$ cat config.mk
export PLATFORM = sky130hd
export DESIGN_NAME = rf_dump
export DESIGN_NICKNAME = d
export VERILOG_FILES = /design/src/rtl/rf_dump_pkg.sv /design/src/rtl/rf_dump_penc.sv /design/src/rtl/rf_dump.sv
export SDC_FILE = /design/constraint.sdc
export NUM_CORES = 1
export LEC_CHECK = 0
export CAP_MARGIN = 20
export CORE_MARGIN = 5
export CORE_UTILIZATION = 45
export DETAILED_ROUTE_END_ITERATION = 6
export DONT_BUFFER_PORTS = 1
export HOLD_SLACK_MARGIN = 0.03
export PLACE_DENSITY = 0.67
export SLEW_MARGIN = 20
export SYNTH_ARGS = -nofsm -noshare
export SYNTH_HDL_FRONTEND = slang
export SYNTH_HIERARCHICAL = 1
export SYNTH_SLANG_ARGS = --single-unit
$ cat constraint.sdc
create_clock -name clk -period 11.6 [get_ports clk]
set_clock_uncertainty 0.15 [all_clocks]
set_input_delay 3.48 -clock clk [delete_from_list [all_inputs] [get_ports clk]]
set_output_delay 3.48 -clock clk [all_outputs]
set_load 0.005 [all_outputs]
$ cat src/rtl/rf_dump_pkg.sv
// rtl/rf_dump_pkg.sv - shared types and constants for the register-file dump block
package rf_dump_pkg;

  typedef enum logic [1:0] {
    ST_IDLE = 2'd0,
    ST_SEND = 2'd1,
    ST_CSUM = 2'd2,
    ST_DONE = 2'd3
  } rf_state_e;

  localparam int RF_NREG  = 16;
  localparam int RF_W     = 16;
  localparam int RF_IDX_W = $clog2(RF_NREG);

  localparam logic [RF_W-1:0] RF_CSUM_SEED = '0;

endpackage

$ cat src/rtl/rf_dump_penc.sv
// rtl/rf_dump_penc.sv - lowest-set-bit priority encoder over the pending register mask
module rf_dump_penc #(
  parameter int N  = 16,
  parameter int IW = 4
) (
  input  logic [N-1:0]  mask_i,
  output logic [IW-1:0] idx_o,
  output logic          any_o
);

  // Scan downward so the lowest set bit is the final (winning) assignment.
  always_comb begin
    idx_o = '0;
    for (int i = N - 1; i >= 0; i--) begin
      if (mask_i[i]) idx_o = IW'(i);
    end
  end

  assign any_o = |mask_i;

endmodule

$ cat src/rtl/rf_dump.sv
// rtl/rf_dump.sv - register-file snapshot transmitter; optional XOR checksum beat with RF_DUMP_CSUM_EN
module rf_dump
  import rf_dump_pkg::*;
#(
  parameter int NREG = RF_NREG,
  parameter int W    = RF_W
) (
  input  logic                    clk,
  input  logic                    rst,
  input  logic                    start,
  input  logic [NREG-1:0]         reg_mask,
  input  logic [NREG*W-1:0]       regdata,
  output logic                    busy,
  output logic                    out_valid,
  input  logic                    out_ready,
  output logic [W-1:0]            out_data,
  output logic [$clog2(NREG)-1:0] out_idx,
  output logic                    out_last,
  output logic                    out_csum,
  output logic                    done
);

  localparam int IW = $clog2(NREG);

  rf_state_e       state_q, state_d;
  logic [NREG-1:0] mask_q, mask_d;
  logic [W-1:0]    shadow_q [NREG];
  logic [IW-1:0]   lsb_idx;
  logic            lsb_any;
  logic [NREG-1:0] mask_clr;
  logic            fire;
  logic            capture;

  rf_dump_penc #(.N(NREG), .IW(IW)) u_penc (
    .mask_i (mask_q),
    .idx_o  (lsb_idx),
    .any_o  (lsb_any)
  );

  assign mask_clr = mask_q & (mask_q - NREG'(1));
  assign fire     = out_valid && out_ready;
  assign capture  = (state_q == ST_IDLE) && start;

  always_ff @(posedge clk) begin
    if (!rst) begin
      state_q <= ST_IDLE;
      mask_q  <= '0;
    end else begin
      state_q <= state_d;
      mask_q  <= mask_d;
    end
  end

  // Shadow copy isolates the dump from register writes after the start cycle.
  always_ff @(posedge clk) begin
    if (capture) begin
      for (int i = 0; i < NREG; i++) shadow_q[i] <= regdata[i*W +: W];
    end
  end

`ifdef RF_DUMP_CSUM_EN
  logic [W-1:0] csum_q;

  always_ff @(posedge clk) begin
    if (!rst)                               csum_q <= W'(RF_CSUM_SEED);
    else if (capture)                       csum_q <= W'(RF_CSUM_SEED);
    else if ((state_q == ST_SEND) && fire)  csum_q <= csum_q ^ shadow_q[lsb_idx];
  end
`endif

  always_comb begin
    state_d = state_q;
    mask_d  = mask_q;
    case (state_q)
      ST_IDLE: begin
        if (start) begin
          mask_d  = reg_mask;
          state_d = (reg_mask != '0) ? ST_SEND : ST_DONE;
        end
      end
      ST_SEND: begin
        if (fire) begin
          mask_d = mask_clr;
`ifdef RF_DUMP_CSUM_EN
          if (mask_clr == '0) state_d = ST_CSUM;
`else
          if (mask_clr == '0) state_d = ST_DONE;
`endif
        end
      end
`ifdef RF_DUMP_CSUM_EN
      ST_CSUM: begin
        if (fire) state_d = ST_DONE;
      end
`endif
      ST_DONE: state_d = ST_IDLE;
      default: state_d = ST_IDLE;
    endcase
  end

  always_comb begin
    busy      = 1'b0;
    out_valid = 1'b0;
    out_data  = '0;
    out_idx   = '0;
    out_last  = 1'b0;
    out_csum  = 1'b0;
    done      = 1'b0;
    case (state_q)
      ST_SEND: begin
        busy      = 1'b1;
        out_valid = lsb_any;
        out_data  = shadow_q[lsb_idx];
        out_idx   = lsb_idx;
`ifdef RF_DUMP_CSUM_EN
        out_last  = 1'b0;
`else
        out_last  = (mask_clr == '0);
`endif
      end
`ifdef RF_DUMP_CSUM_EN
      ST_CSUM: begin
        busy      = 1'b1;
        out_valid = 1'b1;
        out_data  = csum_q;
        out_csum  = 1'b1;
        out_last  = 1'b1;
      end
`endif
      ST_DONE: begin
        busy = 1'b1;
        done = 1'b1;
      end
      default: ;
    endcase
  end

endmodule

After elaboration in Yosys (flattened, before gate mapping) --
Memories as Yosys holds them, arrays and structs flattened. Cells that the tools add are included.
Word-level totals: memories kept 1, RAM bits 256, register bits after elaboration 18
Cells by class: muxes and demuxes 32, equality and inequality tests 5, bitwise operators 1, reduce and logical (&&, ||, !) cells 10, $add $sub $neg 1
Memories:
- shadow_q | depth 16, width 16, rd ports 1, clocked after memory_dff 0, write ports 16, line rf_dump.sv:27 | logic [W-1:0] shadow_q [NREG];
Operator list (number):
- 4-bit two-way mux | 17
- 16-bit two-way mux | 3
- 16-bit one-hot mux with 2 select lines | 1
- 16-bit AND | 1
- 16-bit logical NOT | 1
- 16-bit nonzero test | 1
- 16-bit OR reduction | 1
- 16-bit by 1-bit subtractor with 16-bit output, second input constant | 1
- 2-bit two-way mux | 4
- 1-bit two-way mux | 6
- 2-bit inequality test, second input constant | 3
- 3-bit AND reduction | 2
- 2-bit one-hot mux with 2 select lines | 1
- 2-bit by 1-bit equality test with 1-bit output, second input constant | 1
- 2-bit equality test, second input constant | 1
- 1-bit logical AND | 2
- 2-bit logical NOT | 1
- 2-bit nonzero test | 1
- 2-bit OR reduction | 1

Longest topological paths before layout --
Gate-level depths: netlist of the first run. An unclocked memory read counts as a cell.
word-level depth 18, gate-level depth with buffers 9, depth with buffers taken out 8

By module --
The synthesis of the first run kept the hierarchy.
By module, submodules not included:
- rf_dump | instances 1, cells each 513, area an instance 10757.8 um^2
- rf_dump_penc | instances 1, cells each 34, area an instance 176.4 um^2

Worst setup path after synthesis of the first run --
OpenSTA, ideal clock, no wires.
kind input port to flip-flop, start point in start, end point reg mask_q[3], arrival 11.942 ns, setup time 0.093 ns, data required time 11.357 ns, slack -0.585 ns, path buffers 1, stages on the path 5, cells stage by stage nand2b_1 > nor2_1 > clkbuf_1 > a22oi_1 > nor2_1
On the way: longest elaborated chain between the ends 2
RTL lines:
- from (decl) | line rf_dump.sv:10 | input logic start,
- 2-bit inequality test (no source line)
- 3-bit AND reduction (no source line)
- to (signal assigned) | line rf_dump.sv:50 | mask_q <= mask_d;
- to (decl) | line rf_dump.sv:26 | logic [NREG-1:0] mask_q, mask_d;
Every way passes these cells. A chain may end at the register's enable or synchronous reset.

Worst setup path in the final report of the first run --
start point reg mask_q[14], end point out out_data[10]
On the way: longest elaborated chain between the ends 17
RTL lines:
- 4-bit two-way mux (15 in series) | line rf_dump_penc.sv:15 | if (mask_i[i]) idx_o = IW'(i);
- named net lsb_idx[1] | line rf_dump.sv:28 | logic [IW-1:0] lsb_idx;
- memory read 16 x 16 bit
- 16-bit two-way mux | line rf_dump.sv:109 | case (state_q)
- to (decl) | line rf_dump.sv:16 | output logic [W-1:0] out_data,
The timed path passes the listed nets, and every way through them passes these cells.

==> qor.csv, run 1 <==
stage;metric;value;unit
sta;RSZ-0062 raised after global routing;no;
clocking;Max Root-Sink Buffers;3;
sta;Final Max Slew Viols;0;
power;Power Dens Cells;205;nW/µm²
setup_path;CP bufs+invs;1;
clocking;Resized Gates After CTS;0;
yosys;net count after synthesis;823;
setup_path;Worst Path Max Fanout;37;
power;Clock power frac;35.9;%
power;NetSw;0.611;mW
yosys;Yosys cell types;45;
finish;final instance area;12300;µm²
route;routed wire length per instance;28.5;µm
yosys;Compound-Gate Fraction of Synth Area;3.10;%
setup_path;Critical Path End Type;primary output;
sta;Slew HR;29.1;%
floorplan;die area;27500;µm²
yosys;Avg Synthesized Cell Area;20.0;µm²
floorplan;Die Height;166;µm
power;Internal;1.91;mW
setup_path;CP arrival;3.76;ns
yosys;ys async rst share;0;%
yosys;#FFs+latches synth;274;
place;Place WS;4.79;ns
grt;All-Layer GR Usage;18.3;%
place;port bufs;0;
route;post-route ant nets;0;
clocking;worst-skew pair later-pin latency;0.54;ns
grt;largest net degree at the start of global routing;186;
route;routed vias;5450;
sta;Slew @ Worst Pin;1.06;ns
sta;Final min period;7.39;ns
clocking;Clock Tree Root;clkbuf_16;
yosys;simple-gate share of the synthesized area;5.07;%
floorplan;starting density of the core;45.4;%
sta;fmax;135;MHz
floorplan;Std-Cell Core Area;24100;µm²
clocking;CTS tree;yes;
setup_path;CP delay by family, top;multiplexers;
setup_path;Worst path slowest cell;a31oi_4;
setup_path;critical-path cell list;nor2_1, o31ai_1, nand2_1, a31oi_4, buf_4, mux4_2, mux4_2, and2_1;
route;Post-route DRC;0;
clocking;clk sinks;274;
setup_path;most used cell, CP;mux4_2;
grt;first-pass GRT wire length;38200;µm
yosys;Synth Cell Area;10900;µm²
clocking;cts hold-fix bufs;0;
setup_path;delay of the slowest cell on the worst path;0.57;ns
grt;vias in the first global route;5738;
sta;Fin Setup TNS;0;ns
place;dpl hpwl;18500;µm
grt;global-route track usage on met1;20.7;%
grt;grt total ovfl;0;
setup_path;kind of critical path;reg -> out;
yosys;Synth Area in Adders;0.183;%
power;Lkg Pwr;3.93;nW
finish;nets@finish;836;
worst_hold_path;hold crit path type;reg -> reg;
sta;post-route setup slack;4.21;ns
finish;area growth from synthesis to layout;12.7;%
finish;Fillers;1975;
grt;GR Util met3;6.90;%
status;status;finished, final reports clean;
route;first drt pass iteration count;5;
power;Reg power frac;47.6;%
floorplan;boundary pin count;301;
sta;Setup-failing EPs final;0;
power;peak supply drop;0.132;mV
grt;busiest grt layer;met2;
route;Iter 0 DRT Violations;523;
yosys;register area share after synthesis;73.6;%
yosys;dominant synthesized flop cell;edfxtp_1;
power;Comb pwr share;16.5;%
finish;ratio of cells with drive above 1 in the final layout;25.0;%
grt;grt met2 use;33.1;%
clocking;Num CTS Buffers;29;
yosys;combinational family with the most area after synthesis;multiplexers;
yosys;Post-synth EDFFs;256;
place;post-place instance area;11400;µm²
sta;Fin. Hold Viols;0;
route;total routed wirelength;25900;µm
grt;initial antenna violation count;12;
setup_path;CP Launch Type;register;
place;placer congestion estimate;0.856;
yosys;Ys Warns;6;
setup_path;critical path required time;7.97;ns
clocking;Post-CTS Setup Inserts;0;
flow_run;max cap viols;0;
finish;fin cells;909;
yosys;post-synthesis mux area share;16.5;%
place;Post-Place Cells;853;
power;total power;2.52;mW
floorplan;# rows;57;
power;Sw Ratio;24.2;%
route;via/cell ratio;6.00;
sta;fin crit share;63.7;%
yosys;Syn Inst Count;547;
floorplan;die width;166;µm
clocking;CTS H-tree depth;1;
clocking;clock-pin slew of the registers on the worst-case setup and hold paths;0.06;ns
yosys;xor-xnor portion of the synthesized cell area;0;%
[cells in the mapped netlist (5+ instances only)]
cell | n | share of area, %
edfxtp_1 | 256 | 70
mux4_2 | 80 | 16
nor2_1 | 24 | 0.82
and2_1 | 22 | 1.3
dfxtp_1 | 18 | 3.3
nand2_1 | 17 | 0.58
a21oi_1 | 15 | 0.69
clkbuf_1 | 15 | 0.51
o21ai_1 | 10 | 0.46
a22oi_1 | 9 | 0.62
nor3_1 | 9 | 0.41
nor4_1 | 7 | 0.40
buf_6 | 5 | 0.51
inv_1 | 5 | 0.17
nand3_1 | 5 | 0.23
[worst paths after layout]
kind                    from               to  slack, ns  depth (start not counted)
hold / removal    mask_q[11]       mask_q[11]       0.43                          2
setup / recovery  mask_q[14]     out_data[10]       4.21                          8
hold reg to reg   mask_q[11]       mask_q[11]       0.43                          2
setup reg to reg  state_q[0]  shadow_q[12][6]       8.41                          4
[layout by cell type, fill, tap and decap left out, types with 2 or more instances in the layout]
master and instances:
nand2_1 17, nor4_1 7, nor2_1 23, clkinv_2 7, clkinvlp_4 6, a22oi_1 9
or4_1 3, o21ai_0 3, clkbuf_16 29, bufinv_16 3, inv_1 5, inv_6 2
clkinv_1 3, a211oi_1 2, maj3_1 2, o21ai_1 10, diode_2 2, or3_1 3
and2_1 22, a31oi_1 2, edfxtp_1 256, mux4_2 80, buf_16 2, nand2b_1 4
a21oi_1 15, nand3_1 5, clkbuf_1 2, a31oi_4 2, clkinv_4 2, nor4_2 2
dfxtp_1 18, buf_4 6, nor3_1 9, o31ai_1 2
[power by group through the flow]
stage                     clock [mW]  sequential [mW]  combinational (mW)
after floorplan                    0             1.22               0.328
after global placement             0             1.22               0.399
after detailed placement           0             1.22               0.420
after CTS                      0.930             1.20               0.422
after global routing           0.978             1.20               0.448
final                          0.905             1.20               0.416
[area by class of cell]
type	count	area (µm²)	area share (%)
clock buffers	31	733	5.95
inverters	5	18.8	0.152
well taps	324	405	3.29
multi-input cells	241	2770	22.5
repair buffers	9	120	0.975
flip-flops and latches	274	8050	65.3
diodes	2	5.00	0.0406
clock inverters	23	216	1.76
[worst min-delay path: cells and delay by family, from the launching register on]
| kind | cells | cell delay, ns |
|---|---|---|
| DFF | 1 | 0.36 |
| AOI/OAI and AO/OA | 2 | 0.16 |
[per-stage QoR]
stage / hold slack (ns) / utilization [%]
after global routing: 0.460 / 51.1
after CTS: 0.424 / 51.1
after global placement: 0.389 / 46.9
after floorplan: 0.353 / -
after detailed placement: 0.410 / 47.1
final: 0.427 / 51.1
[logic make-up (layout without fill, tap and decap cells)]
| group | Yosys count | after routing |
|---|---|---|
| AND/OR/NAND/NOR | 104 | 104 |
| multiplexers | 80 | 80 |
| flip-flops | 274 | 274 |
| other | 1 | 3 |
| buffers and inverters | 32 | 68 |
| AO/OA/AOI/OAI | 54 | 54 |
| adder cells (fa/ha/maj) | 2 | 2 |
[sequential cells by signal, indices dropped and copies added (netlist names)]
| register | cells |
|---|---|
| mask_q | 16 |
| state_q | 2 |
| shadow_q | 256 |
[layer usage]
| layer | wire [µm] | vias up | share of wire [%] |
|---|---|---|---|
| met1 | 8860 | 2759 | 34 |
| met3 | 2490 | 57 | 9.6 |
| met5 | 106 | - | 0.41 |
| met4 | 416 | 20 | 1.6 |
| met2 | 14000 | 310 | 54 |
| li1 | - | 2304 | - |
(Power assumes the default switching activity.)
==> run 2, diff against run 1 <==
==> constraint.sdc (replaced) <==
create_clock -name clk -period 6.1 [get_ports clk]
set_clock_uncertainty 0.15 [all_clocks]
set_input_delay 1.83 -clock clk [delete_from_list [all_inputs] [get_ports clk]]
set_output_delay 1.83 -clock clk [all_outputs]
set_load 0.005 [all_outputs]
==> run 2 against run 1 <==
  * Sequential share of layout area about the same
  * Sequential power up 90%
  * First-iteration DRC count up 6.5%
  * Clock power up 82%
  * Critical path depth down 1
  * Power up 87%
  * Routed wire length down 2.5%
  * Register-to-register slack worse by 4.8 ns
==> qor.csv, run 2 (same netlist as run 1, synthesis figures left out) <==
stage;metric;value;unit;change
status;status;finished, final reports clean;;unchanged
power;Sw Ratio;24.1;%;was 24.2%
clocking;Num CTS Buffers;29;;unchanged
sta;Slew @ Worst Pin;0.975;ns;was 1.06 ns
setup_path;R2R Path Start;mask_q[0];;was state_q[0]
sta;Slew HR;34.9;%;was 29.1%
floorplan;die width;166;µm;unchanged
floorplan;# rows;57;;unchanged
grt;vias in the first global route;5775;;was 5738
finish;most frequent cells in the layout;edfxtp_1 (256), mux4_2 (80), clkbuf_16 (29);;unchanged
worst_hold_path;hold_sp;mask_q[12];;was mask_q[11]
finish;nets@finish;840;;was 836
clocking;clock-pin slew of the registers on the worst-case setup and hold paths;0.06;ns;about the same
route;Post-route DRC;0;;unchanged
grt;largest net degree at the start of global routing;60;;was 186
clocking;CTS H-tree depth;1;;unchanged
sta;fin crit share;89.6;%;
power;peak supply drop;0.237;mV;was 0.132 mV
sta;RSZ-0062 raised after global routing;no;;unchanged
finish;biggest regs;shadow_q (256), mask_q (16), state_q (2);;unchanged
route;total routed wirelength;25200;µm;was 25900 µm
route;via/cell ratio;5.96;;was 6.00
setup_path;Critical Path End Type;primary output;;unchanged
grt;All-Layer GR Usage;17.9;%;was 18.3%
finish;area growth from synthesis to layout;12.7;%;about the same
finish;final instance area;12300;µm²;about the same
power;Internal;3.58;mW;was 1.91 mW
floorplan;Die Height;166;µm;unchanged
clocking;Max Root-Sink Buffers;3;;unchanged
finish;Layout Utilization;51.1;%;about the same
finish;Fillers;1974;;was 1975
setup_path;critical path required time;4.12;ns;was 7.97 ns
setup_path;Worst Path Max Fanout;28;;was 37
clocking;CTS tree;yes;;unchanged
power;Clock power frac;35.0;%;was 35.9%
route;routed vias;5456;;was 5450
worst_hold_path;Hold Crit Depth;2;;unchanged
finish;commonest non-fill, non-tap cell in the layout;edfxtp_1;;unchanged
sta;fmax;183;MHz;
place;port bufs;0;;unchanged
power;Reg power frac;48.3;%;was 47.6%
worst_hold_path;Hold EP;mask_q[12];;was mask_q[11]
clocking;Resized Gates After CTS;0;;unchanged
route;first drt pass iteration count;5;;unchanged
sta;Setup-failing EPs final;0;;unchanged
setup_path;kind of critical path;reg -> out;;unchanged
power;Power Dens Cells;382;nW/µm²;was 205 nW/µm²
power;NetSw;1.14;mW;was 0.611 mW
setup_path;CP arrival;3.48;ns;was 3.76 ns
clocking;Clock Tree Root;clkbuf_16;;unchanged
route;post-route ant nets;0;;unchanged
setup_path;CP Launch Type;register;;unchanged
grt;grt total ovfl;0;;unchanged
sta;Fin. Hold Viols;0;;unchanged
sta;Final min period;5.46;ns;
finish;register area;8050;µm²;unchanged
setup_path;worst-case reg-to-reg path depth;8;;was 4
floorplan;starting density of the core;45.4;%;unchanged
setup_path;worst reg-to-reg setup slack;3.60;ns;was 8.41 ns
route;Iter 0 DRT Violations;557;;was 523
route;routed wire length per instance;27.5;µm;was 28.5 µm
grt;first-pass GRT wire length;37400;µm;was 38200 µm
grt;initial antenna violation count;16;;was 12
sta;Final Max Slew Viols;0;;unchanged
finish;ratio of cells with drive above 1 in the final layout;24.4;%;was 25.0%
finish;max reg flops;256;;unchanged
worst_hold_path;hold crit path type;reg -> reg;;unchanged
floorplan;die area;27500;µm²;unchanged
sta;post-route setup slack;0.635;ns;was 4.21 ns
power;Lkg Pwr;3.94;nW;was 3.93 nW
place;post-place instance area;11400;µm²;about the same
sta;Fin Setup TNS;0;ns;unchanged
setup_path;capturing point of the worst reg2reg path;mask_q[10];;was shadow_q[12][6]
floorplan;Std-Cell Core Area;24100;µm²;unchanged
place;placer congestion estimate;0.912;;was 0.856
place;dpl hpwl;18000;µm;was 18500 µm
floorplan;boundary pin count;301;;unchanged
finish;largest register by flop count;shadow_q;;unchanged
clocking;worst-skew pair later-pin latency;0.55;ns;was 0.54 ns
clocking;clk sinks;274;;unchanged
place;Place WS;1.15;ns;was 4.79 ns
flow_run;max cap viols;0;;unchanged
finish;Multi-input gate area;2770;µm²;unchanged
sta;final hold slack;0.413;ns;was 0.427 ns
power;Comb pwr share;16.7;%;was 16.5%
clocking;cts hold-fix bufs;0;;unchanged
clocking;Post-CTS Setup Inserts;0;;unchanged
## run 2: power groups by stage
stage	clock network [mW]	registers [mW]	logic (mW)
2_1_floorplan	0	2.30	0.624
3_3_place_gp	0	2.31	0.783
3_5_place_dp	0	2.32	0.801
4_1_cts	1.69	2.28	0.804
5_1_grt	1.79	2.29	0.848
6_report	1.65	2.28	0.786
## run 2: area by class of cell
| type | instances | area share (%) |
|---|---|---|
| diodes | 7 | 0.142 |
| clock buffers | 31 | 5.95 |
| clock inverters | 21 | 1.37 |
| inverters | 5 | 0.152 |
| multi-input cells | 241 | 22.5 |
| flip-flops and latches | 274 | 65.3 |
| well taps | 324 | 3.29 |
| repair buffers | 13 | 1.30 |
## run 2: worst max-delay path by stage
stage / cells after the start / endpoint / slack (ns) / from
CTS: 7 / out_data[1] / 0.57 / mask_q[15]
detailed placement: 7 / out_data[1] / 1.15 / mask_q[13]
floorplan: 5 / mask_q[3] / 1.21 / start
global placement: 7 / out_data[1] / 1.25 / mask_q[13]
global route: 8 / out_data[1] / 0.43 / mask_q[14]
finish: 7 / out_data[1] / 0.64 / mask_q[15]
## run 2: metrics by stage
stage	power [mW]	std cells
2_1_floorplan	2.93	547
3_3_place_gp	3.09	857
3_5_place_dp	3.12	857
4_1_cts	4.77	909
5_1_grt	4.93	916
6_report	4.71	916
## run 2: layer usage
layer	wire length (µm)	track usage (%)	vias up
met4	586	5.99	16
met3	2130	6.33	51
met5	116	0	-
met1	9270	21.5	2803
met2	13100	30.4	272
li1	-	-	2314
## run 2: worst max-delay path, cell delays in order (launching register included)
cell	delay [ns]
dfxtp_1	0.46
a21oi_1	0.11
o311a_1	0.33
o22ai_4	0.23
buf_4	0.50
mux4_2	0.59
mux4_2	0.49
and2_1	0.20
==> run 3, diff against run 2 <==
--- a/config.mk
+++ b/config.mk
@@ -15,5 +15,4 @@
 export SLEW_MARGIN = 20
 export SYNTH_ARGS = -nofsm -noshare
 export SYNTH_HDL_FRONTEND = slang
-export SYNTH_HIERARCHICAL = 1
 export SYNTH_SLANG_ARGS = --single-unit
==> run 3 against run 2 <==
  * Synthesized area grew 6.3%
  * Final cell count up 27%
  * Fmax shrank 2.6%
  * Non-clock buffer count did not move
  * Critical path depth rose by 1
  * Design area rose by 3.2%
  * Synthesized cell count rose by 51%
  * Flip-flop and latch count is the same
  * Count of clock-buffer cells in the layout increased by 6
  * Setup slack got worse by 0.15 ns
  * Largest cell class unchanged
==> qor.csv, run 3 <==
stage;metric;value;unit;change
setup_path;R2R Path Start;state_q[0];;was mask_q[0]
finish;commonest non-fill, non-tap cell in the layout;edfxtp_1;;unchanged
sta;Fin. Hold Viols;0;;unchanged
route;via/cell ratio;6.08;;was 5.96
setup_path;critical path required time;4.12;ns;about the same
setup_path;worst-case reg-to-reg path depth;6;;was 8
worst_hold_path;Hold Crit Depth;1;;was 2
clocking;Max Root-Sink Buffers;3;;unchanged
worst_hold_path;hold_sp;state_q[1];;was mask_q[12]
yosys;Compound-Gate Fraction of Synth Area;15.6;%;was 3.10%
yosys;ys async rst share;0;%;unchanged
finish;Fillers;2120;;was 1974
setup_path;CP arrival;3.63;ns;was 3.48 ns
route;Post-route DRC;0;;unchanged
finish;nets@finish;1081;;was 840
floorplan;Std-Cell Core Area;25300;µm²;was 24100 µm²
yosys;Syn Inst Count;824;;was 547
sta;Final min period;5.61;ns;was 5.46 ns
grt;first-pass GRT wire length;45500;µm;was 37400 µm
place;post-place instance area;11800;µm²;was 11400 µm²
sta;fin crit share;92.0;%;was 89.6%
finish;final instance area;12700;µm²;was 12300 µm²
power;peak supply drop;0.252;mV;was 0.237 mV
sta;Slew @ Worst Pin;0.941;ns;was 0.975 ns
finish;register area;8050;µm²;unchanged
finish;most frequent cells in the layout;edfxtp_1 (256), nand2_1 (86), a211oi_1 (57);;was edfxtp_1 (256), mux4_2 (80), clkbuf_16 (29)
yosys;#FFs+latches synth;274;;unchanged
clocking;CTS H-tree depth;1;;unchanged
finish;max reg flops;256;;unchanged
power;Lkg Pwr;4.29;nW;was 3.94 nW
yosys;Ys Warns;0;;was 6
yosys;Synth Area in Adders;0.0861;%;was 0.183%
clocking;CTS tree;yes;;unchanged
yosys;Avg Synthesized Cell Area;14.1;µm²;was 20.0 µm²
yosys;Yosys cell types;69;;was 45
floorplan;die area;29200;µm²;was 27500 µm²
sta;Final Max Slew Viols;0;;unchanged
setup_path;worst reg-to-reg setup slack;3.48;ns;was 3.60 ns
yosys;post-synthesis mux area share;1.35;%;was 16.5%
setup_path;most used cell, CP;a211oi_1;;was mux4_2
yosys;top cells by area, synth;edfxtp_1 (66%), a211oi_1 (3.7%), dfxtp_1 (3.1%);;was edfxtp_1 (70%), mux4_2 (16%), dfxtp_1 (3.3%)
clocking;clk sinks;274;;unchanged
route;routed vias;7083;;was 5456
route;total routed wirelength;31100;µm;was 25200 µm
sta;Setup-failing EPs final;0;;unchanged
power;total power;4.80;mW;was 4.71 mW
clocking;Num CTS Buffers;29;;unchanged
clocking;Resized Gates After CTS;0;;unchanged
floorplan;starting density of the core;45.9;%;was 45.4%
route;post-route ant nets;0;;unchanged
setup_path;delay of the slowest cell on the worst path;0.50;ns;was 0.59 ns
setup_path;kind of critical path;reg -> out;;unchanged
yosys;Synth Cell Area;11600;µm²;was 10900 µm²
yosys;net count after synthesis;1100;;was 823
yosys;Post-synth top cells;edfxtp_1 (256), nand2_1 (86), a211oi_1 (57);;was edfxtp_1 (256), mux4_2 (80), nor2_1 (24)
power;Power Dens Cells;378;nW/µm²;was 382 nW/µm²
worst_hold_path;hold crit path type;reg -> reg;;unchanged
floorplan;# rows;58;;was 57
yosys;register area share after synthesis;69.2;%;was 73.6%
yosys;xor-xnor portion of the synthesized cell area;0;%;unchanged
worst_hold_path;Hold EP;state_q[0];;was mask_q[12]
sta;Fin Setup TNS;0;ns;unchanged
yosys;simple-gate share of the synthesized area;10.2;%;was 5.07%
finish;Multi-input gate area;3200;µm²;was 2770 µm²
setup_path;Worst Path Max Fanout;67;;was 28
yosys;Post-synth EDFFs;256;;unchanged
place;dpl hpwl;21500;µm;was 18000 µm
clocking;cts hold-fix bufs;0;;unchanged
grt;largest net degree at the start of global routing;121;;was 60
grt;All-Layer GR Usage;20.6;%;was 17.9%
yosys;post-synth top area share;66.1;%;was 70.3%
route;Iter 0 DRT Violations;799;;was 557
clocking;Clock Tree Root;clkbuf_16;;unchanged
route;routed wire length per instance;26.7;µm;was 27.5 µm
floorplan;Die Height;171;µm;was 166 µm
grt;vias in the first global route;7221;;was 5775
floorplan;boundary pin count;301;;unchanged
yosys;dominant synthesized flop cell;edfxtp_1;;unchanged
place;placer congestion estimate;0.817;;was 0.912
finish;largest register by flop count;shadow_q;;unchanged
yosys;area leader, netlist;edfxtp_1;;unchanged
clocking;Post-CTS Setup Inserts;0;;unchanged
clocking;worst-skew pair later-pin latency;0.55;ns;about the same
finish;biggest regs;shadow_q (256), mask_q (16), state_q (2);;unchanged
place;port bufs;0;;unchanged
status;status;finished, final reports clean;;unchanged
floorplan;die width;171;µm;was 166 µm
yosys;top-count cell post-synth;edfxtp_1;;unchanged
grt;initial antenna violation count;17;;was 16
setup_path;Critical Path End Type;primary output;;unchanged
sta;fmax;178;MHz;was 183 MHz
grt;grt total ovfl;0;;unchanged
setup_path;CP Launch Type;register;;unchanged
finish;ratio of cells with drive above 1 in the final layout;10.5;%;was 24.4%
route;first drt pass iteration count;5;;unchanged
setup_path;capturing point of the worst reg2reg path;mask_q[11];;was mask_q[10]
yosys;combinational family with the most area after synthesis;compound AO/OA/AOI/OAI gates;;was multiplexers
clocking;clock-pin slew of the registers on the worst-case setup and hold paths;0.06;ns;about the same
finish;area growth from synthesis to layout;9.42;%;was 12.7%
sta;RSZ-0062 raised after global routing;no;;unchanged
setup_path;critical-path cell list;nor2_1, a221oi_1, o21ai_4, nand2_4, buf_12, a211oi_1, a211oi_1, a211o_1;;was a21oi_1, o311a_1, o22ai_4, buf_4, mux4_2, mux4_2, and2_1
flow_run;max cap viols;0;;unchanged
setup_path;Worst path slowest cell;dfxtp_1;;was mux4_2
sta;Slew HR;37.1;%;was 34.9%
==> run 3: changes by cell type in the layout (fill, tap and decap cells not counted), sizes merged, moves of 12 or more <==
| cell | change |
|---|---|
| a211o | +13 |
| a211oi | +58 |
| a21boi | +23 |
| a21oi | +38 |
| a22oi | +12 |
| and2 | -19 |
| and3 | +54 |
| mux4 | -75 |
| nand2 | +71 |
| nor2b | +16 |
==> run 3: through the flow <==
step           std cells  setup slack (ns)  hold slack (ns)  utilization, %
2_1_floorplan        824             0.926            0.298               -
3_3_place_gp        1104              1.11            0.380            46.6
3_5_place_dp        1104              1.09            0.389            46.6
4_1_cts             1156             0.499            0.402            50.1
5_1_grt             1162             0.253            0.425            50.2
6_report            1165             0.489            0.397            50.2
==> run 3: metal layers <==
layer	track usage, %	share of wire, %	vias up
met5	0	0.40	-
met4	6.22	3.3	18
met3	8.78	11	71
met2	33.4	48	330
met1	25.4	38	3448
li1	-	-	3216
==> run 3: where the power goes <==
group          switching [mW]  total (mW)  internal (mW)
Combinational           0.592       0.886          0.294
Sequential             0.0516        2.26           2.21
Clock                   0.704        1.66          0.954
Total                    1.35        4.80           3.46
==> run 3: cell type report <==
| type | count | share of cell area [%] |
|---|---|---|
| flip-flops and latches | 274 | 63.3 |
| multi-input cells | 483 | 25.2 |
| clock buffers | 37 | 5.94 |
| well taps | 330 | 3.25 |
| repair buffers | 13 | 1.06 |
| clock inverters | 15 | 1.01 |
| diodes | 9 | 0.177 |
| inverters | 4 | 0.118 |
==> run 3: kinds of logic (layout without fill, tap and decap cells) <==
group	Yosys count	in the layout
mux	9	9
other cells	1	10
fa+ha+maj	1	1
simple gates	225	225
flops	274	274
compound gates	247	247
buf+inv	67	69
==> run 3: worst max-delay path by stage <==
| stage | startpoint | to | slack (ns) |
|---|---|---|---|
| after CTS | mask_q[2] | out_data[12] | 0.50 |
| after floorplan | start | mask_q[12] | 0.93 |
| after global routing | mask_q[12] | out_data[5] | 0.25 |
| final | mask_q[13] | out_data[11] | 0.49 |
| after global placement | mask_q[13] | out_data[11] | 1.11 |
| after detailed placement | mask_q[12] | out_data[4] | 1.09 |
==> run 3: critical path, delay by kind of cell, from the launching register on <==
family          cells  cell delay, ns
compound gates      5            1.63
buf+inv             1            0.34
flops               1            0.50
simple gates        2            0.56
